### src/rtl/regfile_mp.sv
// rtl/regfile_mp.sv - multi-port register file with sequenced bulk clear
// Optional same-cycle write-to-read forwarding when REGFILE_BYPASS_EN is defined.
module regfile_mp #(
  parameter int DATA_W = 16,
  parameter int ADDR_W = 3
) (
  input  logic              clk,
  input  logic              rst_n,
  input  logic              write,
  input  logic [ADDR_W-1:0] writenum,
  input  logic [DATA_W-1:0] data_in,
  input  logic [ADDR_W-1:0] readnum_a,
  output logic [DATA_W-1:0] data_out_a,
  input  logic [ADDR_W-1:0] readnum_b,
  output logic [DATA_W-1:0] data_out_b,
  input  logic              clear,
  output logic              busy,
  output logic              write_err
);

  localparam int DEPTH = 2 ** ADDR_W;
  localparam logic [ADDR_W-1:0] LAST_IDX = '1;

  typedef enum logic {S_IDLE, S_CLEAR} state_t;

  state_t            state, state_nxt;
  logic [ADDR_W-1:0] counter;
  logic [DATA_W-1:0] regs [DEPTH];
  logic              write_ok;
  logic              write_drop;
  logic              clear_start;

  always_ff @(posedge clk or negedge rst_n) begin
    if (!rst_n) begin
      state <= S_IDLE;
    end else begin
      state <= state_nxt;
    end
  end

  always_comb begin
    state_nxt   = state;
    write_ok    = 1'b0;
    write_drop  = 1'b0;
    clear_start = 1'b0;
    case (state)
      S_IDLE: begin
        if (clear) begin
          state_nxt   = S_CLEAR;
          clear_start = 1'b1;
        end
        write_ok   = write & ~clear;
        write_drop = write & clear;
      end
      S_CLEAR: begin
        if (counter == LAST_IDX) begin
          state_nxt = S_IDLE;
        end
        write_drop = write;
      end
      default: state_nxt = S_IDLE;
    endcase
  end

  // Counter wraps naturally from LAST_IDX to 0 on the final clearing edge.
  always_ff @(posedge clk or negedge rst_n) begin
    if (!rst_n) begin
      counter <= '0;
    end else if (clear_start) begin
      counter <= '0;
    end else if (state == S_CLEAR) begin
      counter <= counter + 1'b1;
    end
  end

  always_ff @(posedge clk or negedge rst_n) begin
    if (!rst_n) begin
      for (int i = 0; i < DEPTH; i++) begin
        regs[i] <= '0;
      end
    end else if (write_ok) begin
      regs[writenum] <= data_in;
    end else if (state == S_CLEAR) begin
      regs[counter] <= '0;
    end
  end

  always_ff @(posedge clk or negedge rst_n) begin
    if (!rst_n) begin
      write_err <= 1'b0;
    end else begin
      write_err <= write_drop;
    end
  end

  assign busy = (state == S_CLEAR);

`ifdef REGFILE_BYPASS_EN
  always_comb begin
    data_out_a = regs[readnum_a];
    data_out_b = regs[readnum_b];
    if (write_ok && (readnum_a == writenum)) begin
      data_out_a = data_in;
    end
    if (write_ok && (readnum_b == writenum)) begin
      data_out_b = data_in;
    end
  end
`else
  assign data_out_a = regs[readnum_a];
  assign data_out_b = regs[readnum_b];
`endif

endmodule
### config.mk
export PLATFORM = sky130hd
export DESIGN_NAME = regfile_mp
export DESIGN_NICKNAME = d
export VERILOG_FILES = /design/src/rtl/regfile_mp.sv
export SDC_FILE = /design/constraint.sdc
export NUM_CORES = 1
export LEC_CHECK = 0
export BUFFER_PORTS_ARGS = -buffer_cell sky130_fd_sc_hd__buf_2
export CAP_MARGIN = 20
export CORE_MARGIN = 3
export CORE_UTILIZATION = 62
export CTS_BUF_LIST = sky130_fd_sc_hd__clkbuf_2 sky130_fd_sc_hd__clkbuf_4 sky130_fd_sc_hd__clkbuf_8
export CTS_CLUSTER_DIAMETER = 30
export CTS_CLUSTER_SIZE = 30
export DETAILED_ROUTE_END_ITERATION = 7
export GPL_TIMING_DRIVEN = 1
export HOLD_SLACK_MARGIN = 0.12
export PLACE_DENSITY = 0.91
export SYNTH_ARGS = -nofsm -noshare
export SYNTH_HDL_FRONTEND = slang
export SYNTH_SLANG_ARGS = --single-unit
### constraint.sdc
create_clock -name clk -period 5.9 [get_ports clk]
set_clock_uncertainty 0.15 [all_clocks]
set_input_delay 1.18 -clock clk [delete_from_list [all_inputs] [get_ports clk]]
set_output_delay 1.18 -clock clk [all_outputs]
set_load 0.01 [all_outputs]
==> results.cfg, run 1 <==
[synthesis]
synth_flop_cell = dfrtp_1
synth.yosys.seq_area_share_pct = 44.7
synth_mux_area_share_pct = 41.6
synth_edf_count = 0
synth_seq_cells = 133
synth_area_sq_mm = 0.00744
synthAdderAreaFrac_pct = 0.336
synth_top_family_by_area = multiplexers
synth_common_cells = 133 x dfrtp_1, 128 x mux2i_1, 128 x nand2_1, 64 x mux4_2, 33 x mux2_2
synth_xor_area_share_pct = 0
synth_top_area_share_pct = 44.7
synth.distinct_cells = 26
async_reset_ff_share_pct = 100
synthTopCellsByArea = dfrtp_1 45%, mux4_2 19%, mux2i_1 17%
netlist_instances = 576
yosysTopAreaCell = dfrtp_1
synth_most_common_cell = dfrtp_1
synth-simple-area-share_pct = 9.11
syn-num-nets = 607
avgSynthCellArea_sq_um = 12.9
synth-compound-area-share_pct = 0.303
yosys_warnings = 0

[die]
start_util_pct = 64.4
die_w_microns = 116
design.die.area_sq_mm = 0.0134
ios = 63
die-height_microns = 116
core-area_sq_mm = 0.0116
core.rowCount = 39

[cts]
cts_root_buffer = clkbuf_8
cts_made_buffers = 17
htreeDepth = 4
cts-resized-gates = 0
cts_tree = yes
clock_sinks = 133
clock_path_buffers = 2
clk_latency_ns = 0.46
cts_hold_buf = 0
path_clk_slew_ns = 0.08
cts_setup_buffers = 0

[final_layout]
seq_area_sq_mm = 0.00333
fin_cells = 775
n_fill_cell = 704
multi_input_area_sq_mm = 0.00382
final_layout_size_suffix_gt1_share_pct = 32.9
n_antenna_cell = 0
syn_to_final_growth_pct = 9.36
layout.nets = 650

[min_path]
hold_start = regs[1]
hp-class = flip-flop to flip-flop
hold_end = regs[1]
whs_path_depth = 2

[sta]
setup_viol = 0
fmax_ghz = 0.223
setup_tns_ns = 0
period_share_pct = 75.9
rsz0062_at_grt = false
finalHoldViolations = 0
finalCriticalPeriod_ns = 4.48
slew_viol_final = 0
worst_pin_slew_ns = 1.13
slew_headroom_pct = 24.1

[critical_path]
worstReg2RegEnd = regs[19]
cp_max_fo = 26
crit_slowest_cell = buf_2
critPathArrivalTime_ns = 3.15
required_ns = 4.57
crit_type = primary input to primary output
start_kind = primary input
critPathCaptureType = primary output
r2r_setup_slack_ns = 3.44
crit_top_cell = buf_2
rr_worst_depth = 4
crit_chain = buf_2 -> buf_4 -> mux4_2 -> mux2_2 -> buf_2
crit_path_max_incr_delay_ns = 0.70
r2r-start = busy

[run]
maxCapViolCount = 0

[routing]
drt-pass1-iter-count = 5
vias = 5411
drc = 0
vias_per_cell = 6.98
drt-initial-drc-count = 562
wire_per_inst_microns = 26.1
finalWirelength_microns = 20300
ant_nets = 0

[run_status]
status = complete, no violations

[placement]
gp_congestion = 0.802
io_buffers = 62
place_inst = 740
dpl.hpwl_microns = 12300

[power_and_ir_drop]
power.density_mw_per_mm2 = 379
ir_worst_vdd_mv = 0.264
power.leakage_uw = 0.00428

[grt]
grt_pass1_wl_microns = 31100
antenna_found_initial = 0
grtUsageTotal_pct = 31.8
grt_max_degree = 89
grt_pass1_vias = 5797
overflow = 0
-- how the worst max path moves through the flow --
| stage | startpoint | end |
|---|---|---|
| 2_1_floorplan | readnum_a[0] | data_out_a[0] |
| 4_1_cts | readnum_a[0] | data_out_a[7] |
| 6_report | readnum_a[0] | data_out_a[7] |
| 3_3_place_gp | readnum_a[0] | data_out_a[3] |
| 5_1_grt | readnum_a[0] | data_out_a[7] |
| 3_5_place_dp | readnum_a[0] | data_out_a[7] |
-- where the power goes --
part | leakage, uW | switching [uW] | internal (uW) | total, uW
combinational | 0.00229 | 532 | 466 | 998
sequential | 0.00182 | 240 | 1160 | 1400
clock | 0.000165 | 375 | 308 | 683
total | 0.00428 | 1150 | 1940 | 3080
-- cells in the final DEF, fill, tap and decap left out, types with 2 or more instances in the layout --
cell type	synthesis	routed
nand4bb_1	2	2
clkbuf_8	0	19
buf_4	4	6
mux2i_1	128	128
a22o_1	2	2
buf_8	0	2
dfrtp_1	133	133
mux4_2	64	64
nand2_2	6	6
nand2_1	128	128
buf_2	14	61
mux2_2	33	33
nor2_1	2	2
clkinvlp_4	0	6
inv_1	16	16
nand4b_1	3	3
nor2b_1	3	3
clkinv_2	0	6
ha_1	2	2
-- stage by stage --
step / cell area (sq um) / total power, uW / worst slack (ns) / utilization, % / hold WS (ns)
after floorplan: 7440 / 2010 / 2.06 / - / 0.358
after global placement: 7740 / 2270 / 1.44 / 66.9 / 0.370
after detailed placement: 7740 / 2360 / 1.43 / 66.9 / 0.388
after CTS: 8080 / 3030 / 1.42 / 69.9 / 0.400
after global routing: 8140 / 3210 / 1.31 / 70.4 / 0.415
final: 8140 / 3080 / 1.42 / 70.4 / 0.401
-- routing by layer --
layer | global-route usage, % | share of wire [%] | vias up
li1 | - | - | 2161
met2 | 51.8 | 50 | 389
met5 | 0 | 0 | -
met1 | 39.2 | 35 | 2765
met4 | 18.6 | 5.1 | 0
met3 | 7.42 | 9.3 | 96
-- registers in the layout, summed over array words and instances, names as in the netlist --
register,cells
busy,1
counter,3
regs,128
write_err,1
-- cell families after synthesis --
family,Yosys count
buffers and inverters,62
muxes,225
and+or+nand+nor,151
DFF,133
adders and majority gates,2
AOI/OAI and AO/OA,3
-- layout make-up --
class | instances | area share [%]
multi-input combinational | 381 | 46.9
clock inverter | 13 | 1.03
inverter | 16 | 0.738
clock buffer | 19 | 3.21
sequential | 133 | 40.9
tap | 143 | 2.20
timing repair buffer | 70 | 5.01
-- worst max-delay path, delay by kind of cell --
kind | cells | cell delay, ns
buf+inv | 3 | 1.14
mux | 2 | 0.81
Power figures use the tool's default switching activity.
==> inputs of run 2 (changes only) <==
Clock period 5.9 ns to 4.5 ns, I/O delays scaled along.
==> run 2 against run 1 <==
Compared with the run above: setup slack worse by 0.57 ns; wire length is 0.99% lower; critical path type unchanged; sequential share of layout area is 0.61 points lower; largest cell class unchanged; critical endpoint is now data_out_a[13]; combinational power is 28% higher; utilization is 1.1 points higher; first-iteration DRC count is 33% higher; register-to-register slack worse by 1.4 ns; worst hold slack worse by 0.033 ns.
==> results.cfg, run 2 (synthesis gave the netlist of run 1 again) <==
[cts]
cts_root_buffer = clkbuf_8
cts_hold_buf = 0
cts_setup_buffers = 0
cts_tree = yes
cts_made_buffers = 17
clock_sinks = 133
cts-resized-gates = 0
path_clk_slew_ns = 0.08
htreeDepth = 4
clk_latency_ns = 0.45
clock_path_buffers = 2

[critical_path]
path_depth = 5
crit_slowest_cell = mux4_2
required_ns = 3.45
crit_path_max_incr_delay_ns = 0.54
critPathCaptureType = primary output
critPathBufInv = 3
critPathArrivalTime_ns = 2.60
crit_start = readnum_a[0]
crit_top_cell = buf_2
r2r_setup_slack_ns = 2.03
cp_max_fo = 20
start_kind = primary input
crit_chain = buf_2 -> buf_12 -> mux4_2 -> mux2_2 -> buf_2
critical_path.top_delay_family = multiplexers
crit_type = primary input to primary output
cp-endpoint = data_out_a[13]
worstReg2RegEnd = regs[73]
r2r-start = busy
rr_worst_depth = 3

[die]
start_util_pct = 64.4
design.die.area_sq_mm = 0.0134
core-area_sq_mm = 0.0116
core.rowCount = 39
die_w_microns = 116
ios = 63
die-height_microns = 116

[grt]
grt_pass1_vias = 5546
grt_pass1_wl_microns = 30900
antenna_found_initial = 0
grt_max_degree = 134
grtUsageTotal_pct = 31.6
overflow = 0

[placement]
io_buffers = 62
place_inst = 741
preCtsSetupSlack_ns = 0.879
dpl.hpwl_microns = 11800
gp_congestion = 0.826
placed_cell_area_sq_mm = 0.00778

[routing]
vias = 5374
finalWirelength_microns = 20100
drc = 0
drt-initial-drc-count = 746
wire_per_inst_microns = 25.9
vias_per_cell = 6.94
drt-pass1-iter-count = 6
ant_nets = 0

[power_and_ir_drop]
pwr-share-seq_pct = 42.9
p_switching_uw = 1470
power.leakage_uw = 0.00435
power_frac_comb_pct = 29.7
p_clk_share_pct = 27.4
ir_worst_vdd_mv = 0.280
p_int_uw = 2850
p_sw_share_pct = 34.1
power.density_mw_per_mm2 = 523

[final_layout]
top_register = regs
n_antenna_cell = 0
largest_registers = regs (128), counter (3)
largest_reg_flops = 128
layout.nets = 649
stdcell_area_sq_mm = 0.00826
syn_to_final_growth_pct = 11.0
final_common_cell = dfrtp_1
layout_common_cells = 133 x dfrtp_1, 128 x nand2_1, 128 x mux2i_1
fin_cells = 774
final_layout_size_suffix_gt1_share_pct = 32.8

[sta]
period_share_pct = 81.1
rsz0062_at_grt = false
setup_ws_ns = 0.851
slew_headroom_pct = 20.0
setup_viol = 0
finalHoldViolations = 0
slew_viol_final = 0
finalCriticalPeriod_ns = 3.65
setup_tns_ns = 0
worst_pin_slew_ns = 1.19
fmax_ghz = 0.274

[run_status]
status = complete, no violations

[run]
maxCapViolCount = 0

[min_path]
hp-class = primary input to async pin
## run 2: cell count changes in the layout (fill, tap and decap cells not counted), moves of 2 or more
| cell | before | now |
|---|---|---|
| bufinv_16 | 0 | 5 |
| clkinvlp_4 | 6 | 1 |
| buf_12 | 0 | 3 |
| buf_8 | 2 | 0 |
| clkbuf_4 | 0 | 3 |
| buf_4 | 6 | 4 |
| clkinv_2 | 6 | 3 |
## run 2: worst reg2reg max path, cell delays in order (launching register included)
cell and delay, ns:
dfrtp_1 0.65, nand4b_1 1.01, nand2_1 0.38, mux2i_1 0.13
## run 2: worst min-delay path by stage
stage                      to  slack [ns]
floorplan            regs[16]        0.36
global placement      regs[4]        0.37
detailed placement   regs[24]        0.38
CTS                   regs[4]        0.39
global route         regs[88]        0.41
finish              regs[120]        0.37
## run 2: power groups by stage
stage,clock (uW),sequential (uW),combinational [uW]
6_report,1180,1850,1280
3_3_place_gp,0,1800,1180
2_1_floorplan,0,1710,928
4_1_cts,1190,1830,1260
3_5_place_dp,0,1840,1240
5_1_grt,1240,1880,1370
## run 2: cell type report
| class | count | area, sq um |
|---|---|---|
| timing repair buffer | 69 | 407 |
| multi-input combinational | 381 | 3820 |
| inverter | 16 | 60.1 |
| clock buffer | 23 | 298 |
| tap | 143 | 179 |
| sequential | 133 | 3330 |
| clock inverter | 9 | 173 |
| fill | 699 | 3300 |
## run 2: through the flow
step	hold WS (ns)	total power [uW]	util, %
after floorplan	0.358	2640	-
after global placement	0.370	2980	67.3
after detailed placement	0.381	3080	67.3
after CTS	0.392	4270	71.4
after global routing	0.414	4500	71.5
final	0.368	4320	71.5
## run 2: layer usage
| metal | vias up | GRT usage [%] | wire (microns) |
|---|---|---|---|
| met3 | 84 | 7.15 | 1980 |
| met4 | 0 | 17.4 | 821 |
| met1 | 2728 | 40.9 | 7280 |
| met5 | - | 0 | 0 |
| met2 | 393 | 50.2 | 9980 |
| li1 | 2169 | - | - |
==> inputs of run 3 (changes only) <==
Settings changed: ABC_AREA set to 1.
Clock period 4.5 ns to 3.4 ns, I/O delays scaled along.
==> run 3 against run 2 <==
Compared with the run above: the flow now finishes with violations (DRC); synthesized cell count rose by 130%; first-iteration DRC count is 110% higher; total power up 10%; sequential power is 6% higher; final area grew 11%; cell count is 100% higher; critical path type unchanged; largest power group unchanged.
==> results.cfg, run 3 <==
[run_status]
status = complete, but fails checks
violations = DRC

[grt]
overflow = 0
grt_max_degree = 65
grt_pass1_wl_microns = 41400
grt_pass1_vias = 8115
antenna_found_initial = 0
grtUsageTotal_pct = 35.2

[synthesis]
synth_area_sq_mm = 0.00850
synth_most_common_cell = nand2_1
avgSynthCellArea_sq_um = 6.30
yosys_warnings = 0
synth_flop_cell = dfrtp_1
synth_seq_cells = 133
synth.distinct_cells = 21
synth_top_area_share_pct = 39.1
synthTopCellsByArea = dfrtp_1 39%, nand2_1 30%, nand3_1 15%
async_reset_ff_share_pct = 100
syn-num-nets = 1381
synth_edf_count = 0
synth.yosys.seq_area_share_pct = 39.1
synth_common_cells = 686 x nand2_1, 258 x nand3_1, 143 x inv_1, 133 x dfrtp_1, 36 x buf_2
netlist_instances = 1350
yosysTopAreaCell = dfrtp_1

[power_and_ir_drop]
p_switching_uw = 1740
p_clk_share_pct = 29.9
p_int_uw = 3020
power.density_mw_per_mm2 = 520
pwr-share-seq_pct = 41.4
ir_worst_vdd_mv = 0.374
power.leakage_uw = 0.00576
power_frac_comb_pct = 28.8
p_sw_share_pct = 36.5

[critical_path]
crit_start = readnum_a[0]
start_kind = primary input
rr_worst_depth = 5
r2r_setup_slack_ns = 1.38
critPathCaptureType = primary output
crit_type = primary input to primary output
critPathArrivalTime_ns = 2.07
required_ns = 2.57
r2r-start = busy
cp_max_fo = 64

[cts]
cts_setup_buffers = 0
cts_made_buffers = 17
path_clk_slew_ns = 0.07
clock_path_buffers = 2
cts_root_buffer = clkbuf_8
clock_sinks = 133
clk_latency_ns = 0.45
htreeDepth = 4
cts_tree = yes

[sta]
finalHoldViolations = 0
worst_pin_slew_ns = 0.792
rsz0062_at_grt = false
fmax_ghz = 0.345
slew_viol_final = 0
finalCriticalPeriod_ns = 2.90
setup_tns_ns = 0
setup_viol = 0
period_share_pct = 85.2
slew_headroom_pct = 47.0

[final_layout]
fin_cells = 1550
layout_common_cells = 686 x nand2_1, 258 x nand3_1, 143 x inv_1
layout.nets = 1394
final_core_util_pct = 68.6
top_register = regs
final_layout_size_suffix_gt1_share_pct = 9.90
multi_input_area_sq_mm = 0.00409
seq_area_sq_mm = 0.00333
syn_to_final_growth_pct = 7.73
final_common_cell = nand2_1
n_antenna_cell = 0
largest_registers = regs (128), counter (3)
largest_reg_flops = 128
n_fill_cell = 1123

[routing]
vias_per_cell = 5.78
vias = 8961
wire_per_inst_microns = 16.8
drc = 2
finalWirelength_microns = 26000
drt-initial-drc-count = 1585
ant_nets = 0
drt-pass1-iter-count = 8

[die]
core-area_sq_mm = 0.0133
ios = 63
start_util_pct = 63.7
design.die.area_sq_mm = 0.0152
core.rowCount = 42
die-height_microns = 123
die_w_microns = 123

[placement]
gp_congestion = 0.961
place_inst = 1519
io_buffers = 62
dpl.hpwl_microns = 17000

[min_path]
whs_path_depth = 3
hp-class = primary input to flip-flop
hold_start = write

[run]
maxCapViolCount = 0
==> run 3: changes by cell type after synthesis, moves of 12 or more <==
cell and delta:
mux2_2 -33, buf_2 +22, inv_1 +127, nand3_1 +258, mux4_2 -64, clkbuf_1 +12, mux2i_1 -128, nand2_1 +558
==> run 3: power by group through the flow <==
stage / clock, uW / combinational, uW / sequential [uW]
finish: 1420 / 1370 / 1970
detailed placement: 0 / 1320 / 1990
floorplan: 0 / 958 / 1950
global route: 1480 / 1520 / 2000
CTS: 1420 / 1330 / 1970
global placement: 0 / 1290 / 1980
==> run 3: area by class of cell <==
class                   count  area share (%)
clock inverters             2           0.656
clock buffers              28            4.00
well taps                 176            2.40
multi-input cells         975            44.7
flip-flops and latches    133            36.3
inverters                 155            6.50
repair buffers             81            5.41
==> run 3: worst paths after layout <==
kind                                       to
worst min register to register       regs[79]
worst max-delay path            data_out_a[0]
max in group asynchronous            regs[31]
worst max register to register      regs[112]
worst min-delay path                write_err
min in group asynchronous            regs[81]
==> run 3: layer usage <==
layer | part of all wire [%] | track usage [%] | routed length (microns)
met1 | 39 | 48.1 | 10200
met2 | 44 | 53.0 | 11500
met3 | 12 | 8.46 | 3210
met4 | 3.9 | 17.0 | 1030
met5 | 0 | 0 | 0
==> run 3: cells by family (layout without fill, tap and decap cells) <==
kind of cell / after synthesis / after routing / share of synthesized area, %
buffers and inverters: 242 / 266 / 12.7
adders and majority gates: 2 / 2 / 0.294
DFF: 133 / 133 / 39.1
AOI/OAI and AO/OA: 4 / 4 / 0.235
and+or+nand+nor: 969 / 969 / 47.6
==> run 3: critical path, stage by stage <==
cell and delay, ns:
buf_2 0.10, buf_4 0.59, nand2_1 0.17, nand3_1 0.15, nand2_1 0.07, nand2_1 0.06, nand2_1 0.10, buf_2 0.15
==> run 3: what timing repair did <==
item                                   4_1_cts  5_1_grt
resized for setup                            0        0
hold buffers                                 1        0
endpoints found under the hold margin       29        0
==> run 3: through the flow <==
step | hold WS (ns) | cell area [sq um] | setup WS [ns] | total power, uW
2_1_floorplan | 0.234 | 8500 | 1.08 | 2900
3_3_place_gp | 0.330 | 8720 | 0.645 | 3270
3_5_place_dp | 0.337 | 8720 | 0.623 | 3320
4_1_cts | 0.284 | 9160 | 0.587 | 4720
5_1_grt | 0.301 | 9160 | 0.445 | 5000
6_report | 0.304 | 9160 | 0.505 | 4760
